[src/rtl/mem_arbiter.sv]
// mem_arbiter: shares one RAM port between instruction fetch and load/store, one transaction at a time.
// Optional fetch starvation guard enabled by defining MEM_ARB_STARVE_GUARD_EN.
module mem_arbiter #(
  parameter int MEM_LAT    = 1,
  parameter int STARVE_MAX = 4
) (
  input  logic        clk,
  input  logic        rst_n,
  input  logic        if_req_valid,
  output logic        if_req_ready,
  input  logic [31:0] if_addr,
  output logic        if_rsp_valid,
  output logic [31:0] if_rdata,
  input  logic        ls_req_valid,
  output logic        ls_req_ready,
  input  logic [31:0] ls_addr,
  input  logic        ls_wr,
  input  logic [2:0]  ls_rw_type,
  input  logic [31:0] ls_wdata,
  output logic        ls_rsp_valid,
  output logic [31:0] ls_rdata,
  output logic        mem_rd,
  output logic        mem_wr,
  output logic [31:0] mem_addr,
  output logic [2:0]  mem_rw_type,
  output logic [31:0] mem_dat_i,
  input  logic [31:0] mem_dat_o,
  output logic        busy
);

  localparam int CNT_W = (MEM_LAT < 2) ? 1 : $clog2(MEM_LAT + 1);

  if (MEM_LAT < 1) begin : g_bad_lat
    $error("mem_arbiter: MEM_LAT must be at least 1");
  end
  if (STARVE_MAX < 1) begin : g_bad_starve
    $error("mem_arbiter: STARVE_MAX must be at least 1");
  end

  typedef enum logic [1:0] {ST_IDLE, ST_CMD, ST_WAIT, ST_RESP} state_t;

  state_t             state_q, state_d;
  logic               own_if_q, own_if_d;
  logic [31:0]        addr_q, addr_d;
  logic [2:0]         type_q, type_d;
  logic               wr_q, wr_d;
  logic [31:0]        wdata_q, wdata_d;
  logic [CNT_W-1:0]   cnt_q, cnt_d;
  logic [31:0]        if_rdata_q, if_rdata_d;
  logic [31:0]        ls_rdata_q, ls_rdata_d;

  logic idle, cmd, force_if, if_win, ls_win, if_hs, ls_hs;

`ifdef MEM_ARB_STARVE_GUARD_EN
  localparam int STV_W = (STARVE_MAX < 2) ? 1 : $clog2(STARVE_MAX + 1);

  logic [STV_W-1:0] starve_q, starve_d;

  assign force_if = (starve_q == STV_W'(STARVE_MAX));

  // Counts load/store wins that left a waiting fetch behind; saturates at the limit.
  always_comb begin
    starve_d = starve_q;
    if (if_hs) begin
      starve_d = '0;
    end else if (ls_hs && if_req_valid && (starve_q != STV_W'(STARVE_MAX))) begin
      starve_d = starve_q + STV_W'(1);
    end
  end

  always_ff @(posedge clk or negedge rst_n) begin
    if (!rst_n) begin
      starve_q <= '0;
    end else begin
      starve_q <= starve_d;
    end
  end
`else
  assign force_if = 1'b0;
`endif

  // Ready is gated by rst_n so every output reads zero while reset is held.
  assign idle   = (state_q == ST_IDLE) && rst_n;
  assign cmd    = (state_q == ST_CMD);
  assign if_win = if_req_valid && (!ls_req_valid || force_if);
  assign ls_win = ls_req_valid && !(force_if && if_req_valid);

  assign if_req_ready = idle && if_win;
  assign ls_req_ready = idle && ls_win;
  assign if_hs        = if_req_ready;
  assign ls_hs        = ls_req_ready;

  always_comb begin
    state_d    = state_q;
    own_if_d   = own_if_q;
    addr_d     = addr_q;
    type_d     = type_q;
    wr_d       = wr_q;
    wdata_d    = wdata_q;
    cnt_d      = cnt_q;
    if_rdata_d = if_rdata_q;
    ls_rdata_d = ls_rdata_q;
    case (state_q)
      ST_IDLE: begin
        if (if_hs) begin
          own_if_d = 1'b1;
          addr_d   = if_addr;
          type_d   = 3'b010;
          wr_d     = 1'b0;
          wdata_d  = '0;
          state_d  = ST_CMD;
        end else if (ls_hs) begin
          own_if_d = 1'b0;
          addr_d   = ls_addr;
          type_d   = ls_rw_type;
          wr_d     = ls_wr;
          wdata_d  = ls_wdata;
          state_d  = ST_CMD;
        end
      end
      ST_CMD: begin
        cnt_d   = CNT_W'(MEM_LAT);
        state_d = ST_WAIT;
      end
      ST_WAIT: begin
        cnt_d = cnt_q - CNT_W'(1);
        // Last wait cycle: RAM data is valid now, so it lands in rdata for the RESP cycle.
        if (cnt_q == CNT_W'(1)) begin
          state_d = ST_RESP;
          if (own_if_q) begin
            if_rdata_d = mem_dat_o;
          end else begin
            ls_rdata_d = wr_q ? 32'h0 : mem_dat_o;
          end
        end
      end
      ST_RESP: begin
        state_d = ST_IDLE;
      end
      default: begin
        state_d = ST_IDLE;
      end
    endcase
  end

  always_ff @(posedge clk or negedge rst_n) begin
    if (!rst_n) begin
      state_q    <= ST_IDLE;
      own_if_q   <= 1'b0;
      addr_q     <= '0;
      type_q     <= '0;
      wr_q       <= 1'b0;
      wdata_q    <= '0;
      cnt_q      <= '0;
      if_rdata_q <= '0;
      ls_rdata_q <= '0;
    end else begin
      state_q    <= state_d;
      own_if_q   <= own_if_d;
      addr_q     <= addr_d;
      type_q     <= type_d;
      wr_q       <= wr_d;
      wdata_q    <= wdata_d;
      cnt_q      <= cnt_d;
      if_rdata_q <= if_rdata_d;
      ls_rdata_q <= ls_rdata_d;
    end
  end

  assign mem_rd       = cmd && !wr_q;
  assign mem_wr       = cmd && wr_q;
  assign mem_addr     = cmd ? addr_q : 32'h0;
  assign mem_rw_type  = cmd ? type_q : 3'b000;
  assign mem_dat_i    = cmd ? wdata_q : 32'h0;
  assign if_rsp_valid = (state_q == ST_RESP) && own_if_q;
  assign ls_rsp_valid = (state_q == ST_RESP) && !own_if_q;
  assign if_rdata     = if_rdata_q;
  assign ls_rdata     = ls_rdata_q;
  assign busy         = (state_q != ST_IDLE);

endmodule
[config.mk]
export PLATFORM = sky130hd
export DESIGN_NAME = mem_arbiter
export DESIGN_NICKNAME = d
export VERILOG_FILES = /design/src/rtl/mem_arbiter.sv
export SDC_FILE = /design/constraint.sdc
export NUM_CORES = 1
export LEC_CHECK = 0
export BUFFER_PORTS_ARGS = -buffer_cell sky130_fd_sc_hd__buf_2
export CORE_ASPECT_RATIO = 2
export CORE_MARGIN = 2
export CORE_UTILIZATION = 51
export CTS_CLUSTER_DIAMETER = 30
export DETAILED_ROUTE_END_ITERATION = 7
export PLACE_DENSITY = 0.85
export RECOVER_POWER = 100
export SLEW_MARGIN = 15
export SYNTH_ARGS = -nofsm -noshare
export SYNTH_HDL_FRONTEND = slang
export SYNTH_SLANG_ARGS = --single-unit
[constraint.sdc]
create_clock -name clk -period 3.7 [get_ports clk]
set_input_delay 0.185 -clock clk [delete_from_list [all_inputs] [get_ports clk]]
set_output_delay 0.185 -clock clk [all_outputs]
set_load 0.03 [all_outputs]
==> flow_results.org <==
** Final layout
- The area growth from synthesis to layout is 29.3%.
- Measured on the finished design, the core utilization comes to 0.668.
- The repair_antennas step left the layout with diodes totalling 0.
- Fin nets :: 955
- After routing the design area is 8050 um2.
- Fraction of final layout cells sized beyond drive strength 1 :: 0.290

** Floorplanning
- Vert. Die Dim :: 160 um
- Area enclosed by the die boundary :: 13200 um2
- Number of cell rows :: 57
- Initial cell density of the core :: 0.517
- The total area inside the core boundary comes to 12100 um2.
- Die extent in x :: 82.1 um
- Count of pins on the block boundary :: 274

** Clock network
- Post CTS Setup Buffer Count :: 0
- Count of hold-fix buffers inserted at cts :: 21
- The clock net in this run drives a total of 136 sinks.
- The clock passes through at most 2 buffers.
- Clock tree from TritonCTS :: yes
- Post-CTS repair changed the size of 0 cells.
- Clock insertion delay at the later pin of the skew report :: 400 ps
- Clock slew at reported path FFs :: 70 ps
- H-tree depth reported by CTS :: 4
- Buffer type at the clock tree root :: clkbuf_16
- CTS buffer count :: 17

** Critical path
- Crit path capture type :: primary output
- WP data arrival :: 2730 ps
- Critical setup path kind :: input pin to primary output
- Required time reported for the critical path endpoint :: 3510 ps
- Biggest fanout along the worst timing path :: 38
- Counting cells, the worst reg-to-reg path comes to 6.
- In this run the critical register-to-register path is launched from state_q[0]$_DFFE_PN0P_.
- Sort of element at the start of the critical path :: input pin
- R2R Setup Slk :: 820 ps
- The worst register-to-register path ends at wdata_q[24]$_DFFE_PN0P_.

** Drt
- DRC violation count after routing :: 0
- First-pass DRT Iterations :: 4
- Met2 wire length :: 9050 um
- Routed metal-1 wire length :: 6110 um
- Top metal layer carrying routed signals :: met4
- After detailed routing, the total wire length is 17000 um.
- Wire length per cell after detailed routing :: 17.5 um
- Detailed-routed wire length on met3 :: 1090 um
- Dividing the detail-routed via count by the number of cells gives 5.39.
- For this block, the via count after detailed routing is 5253.
- Count of routing violations after the opening detailed-route iteration :: 205
- Remaining number of nets flagged by the antenna check after routing :: 0

** Synth
- Post-Syn Area per Cell :: 11.6 um2
- Post-synth design cell area :: 6230 um2
- Of the synthesized area, sequential elements account for 0.546.
- In this run, synthesis produced a sequential element count of 136.
- Count of warnings emitted by yosys :: 0
- Synthesized instance count :: 536
- Number of different library cells in the post-synthesis netlist :: 29
- Synthesis produced a netlist with a net count of 677.

** Global route
- Number of global-route vias before repair :: 5529
- First-pass GRT wire length :: 26400 um
- Combined global-route utilization of all metal layers :: 0.258
- Entering global routing, the biggest net connects 76 pins.
- Global routing finished with a remaining overflow of 0.
- Number of antenna violations at the first check in global routing :: 0

** STA
- For the final database, setup skew stands at 11.6 ps.
- Pins over their slew limit :: 109
- The worst path in the final design needs a cycle of 2910 ps, including I/O delays and setup.
- Setup total negative slack on the finished layout was measured at 0 ps.
- At the pin with the least slew margin, the transition time is 1890 ps.
- The count of final hold-check violations came to 0.
- Setup repair after global routing missed its margin :: no
- Fmax :: 343 MHz
- Final Setup Violations :: 0
- Dividing the final minimum period by the clock period gives 0.788.
- Worst slew margin relative to its limit :: -0.257
- Worst Hold Margin :: 18.6 ps

** Placed design
- At the end of routability-driven placement, the weighted congestion stood at 0.855.
- The placed instances occupy a cell area of 7590 um2.
- # port buffers :: 273
- The wire-length estimate of the detail-placed layout is 12000 um.

** Outcome
- The final reports fail on capacitance limit, slew limit.
- Result of the run :: complete, but fails checks

** Hold path
- Startpoint of the worst hold path :: if_addr[31]
- Worst hold-check path type :: input pin to flip-flop
- For hold timing, the worst endpoint is addr_q[31]$_DFFE_PN0P_.
- Hold path cells :: 3

** Flow run
- Across the run, the number of max-cap violations was 2.

** Power and ir drop
- Total Power :: 7.85 mW
- VDD IR-drop max :: 0.550 mV
- The analysis attributes to cell leakage a power of 3.86 nW.
- Power spread over the standard cell area amounts to 975 nW/um2.
==> cells in the mapped netlist <==
cell / count / share of area
nor2b_1: 4 / 0.0040
mux2_1: 13 / 0.024
inv_1: 3 / 0.0018
o21ai_0: 45 / 0.036
a22o_1: 30 / 0.042
nand3_1: 3 / 0.0024
clkbuf_1: 19 / 0.011
a2bb2oi_1: 3 / 0.0042
nand2b_1: 32 / 0.032
buf_2: 9 / 0.0072
clkbuf_2: 1 / 0.00080
and2_1: 69 / 0.069
a22o_2: 5 / 0.0080
buf_6: 10 / 0.018
o21a_1: 1 / 0.0012
nand2_4: 1 / 0.0018
nor2_1: 1 / 0.00060
nand2_1: 69 / 0.042
nand4b_4: 1 / 0.0038
dfrtp_1: 136 / 0.55
o21ai_1: 20 / 0.016
a2bb2oi_2: 30 / 0.072
nand3b_1: 1 / 0.0012
inv_4: 2 / 0.0020
a21oi_1: 1 / 0.00080
nor2_4: 1 / 0.0018
mux2_2: 20 / 0.036
ha_1: 5 / 0.010
nand3_4: 1 / 0.0028
==> registers in the layout, indices dropped and copies added, names as in the netlist <==
signal / count
wdata_q: 32
wr_q: 1
type_q: 3
ls_rdata: 32
own_if_q: 1
addr_q: 32
state_q: 2
if_rdata: 32
cnt_q: 1
==> worst max-delay path: stages <==
cell	delay, ps
dlygate4sd3_1	520
clkbuf_1	680
nand3_4	470
inv_4	490
clkbuf_1	360
==> per-layer routing <==
layer	vias to the layer above	global-route usage
li1	2394	-
met1	2550	0.279
met2	253	0.448
met3	56	0.0621
met4	0	0.139
met5	-	0
==> final cells by class <==
type / instances / area (um2)
Timing Repair Buffer: 298 / 1470
Sequential cell: 136 / 3400
Multi-Input combinational cell: 356 / 2400
Fill cell: 997 / 4000
Tap cell: 147 / 184
Clock buffer: 18 / 439
Inverter: 5 / 22.5
Clock inverter: 14 / 131
==> logic make-up after synthesis <==
family                     after synthesis  synth area share
and+or+nand+nor                        183             0.162
DFF                                    136             0.546
AOI/OAI and AO/OA                      135             0.181
buffers and inverters                   44            0.0414
muxes                                   33            0.0597
adders and majority gates                5            0.0100
==> power by group <==
part | total, mW | switching [mW] | internal (mW)
Combinational | 3.51 | 2.33 | 1.18
Clock | 1.61 | 0.707 | 0.905
Sequential | 2.73 | 0.490 | 2.24
Total | 7.85 | 3.53 | 4.32
==> how the worst max path moves through the flow <==
| stage | slack (ps) | startpoint | to |
|---|---|---|---|
| after floorplan | 2070 | state_q[0]$_DFFE_PN0P_ | wr_q$_DFFE_PN0P_ |
| after global placement | 1410 | state_q[0]$_DFFE_PN0P_ | wdata_q[23]$_DFFE_PN0P_ |
| after detailed placement | 1260 | state_q[0]$_DFFE_PN0P_ | wdata_q[0]$_DFFE_PN0P_ |
| after CTS | 1050 | state_q[0]$_DFFE_PN0P_ | ls_req_ready |
| after global routing | 460 | rst_n | wdata_q[18]$_DFFE_PN0P_ |
| final | 790 | rst_n | ls_req_ready |
==> cell usage in the layout, fill, tap and decap left out, types with 2 or more instances in the layout <==
master / n
o21ai_1: 20
inv_1: 3
nand2_1: 69
nand2b_1: 32
clkinvlp_4: 5
a22o_2: 5
ha_1: 4
a2bb2oi_1: 29
clkbuf_2: 2
inv_6: 5
nand3_1: 3
buf_2: 170
mux2_1: 15
mux2_2: 18
nor2b_1: 3
clkbuf_1: 104
inv_8: 3
o21ai_0: 45
and2_1: 35
dfrtp_1: 136
dlygate4sd3_1: 21
a2bb2oi_2: 4
a22o_1: 30
clkbuf_16: 17
and2_0: 34
==> through the flow <==
step           cells  setup WS, ps
3_3_place_gp     921          1410
3_5_place_dp     921          1260
4_1_cts          974          1050
5_1_grt          974           464
2_1_floorplan    536          2070
6_report         974           786
(Power assumes the default switching activity.)
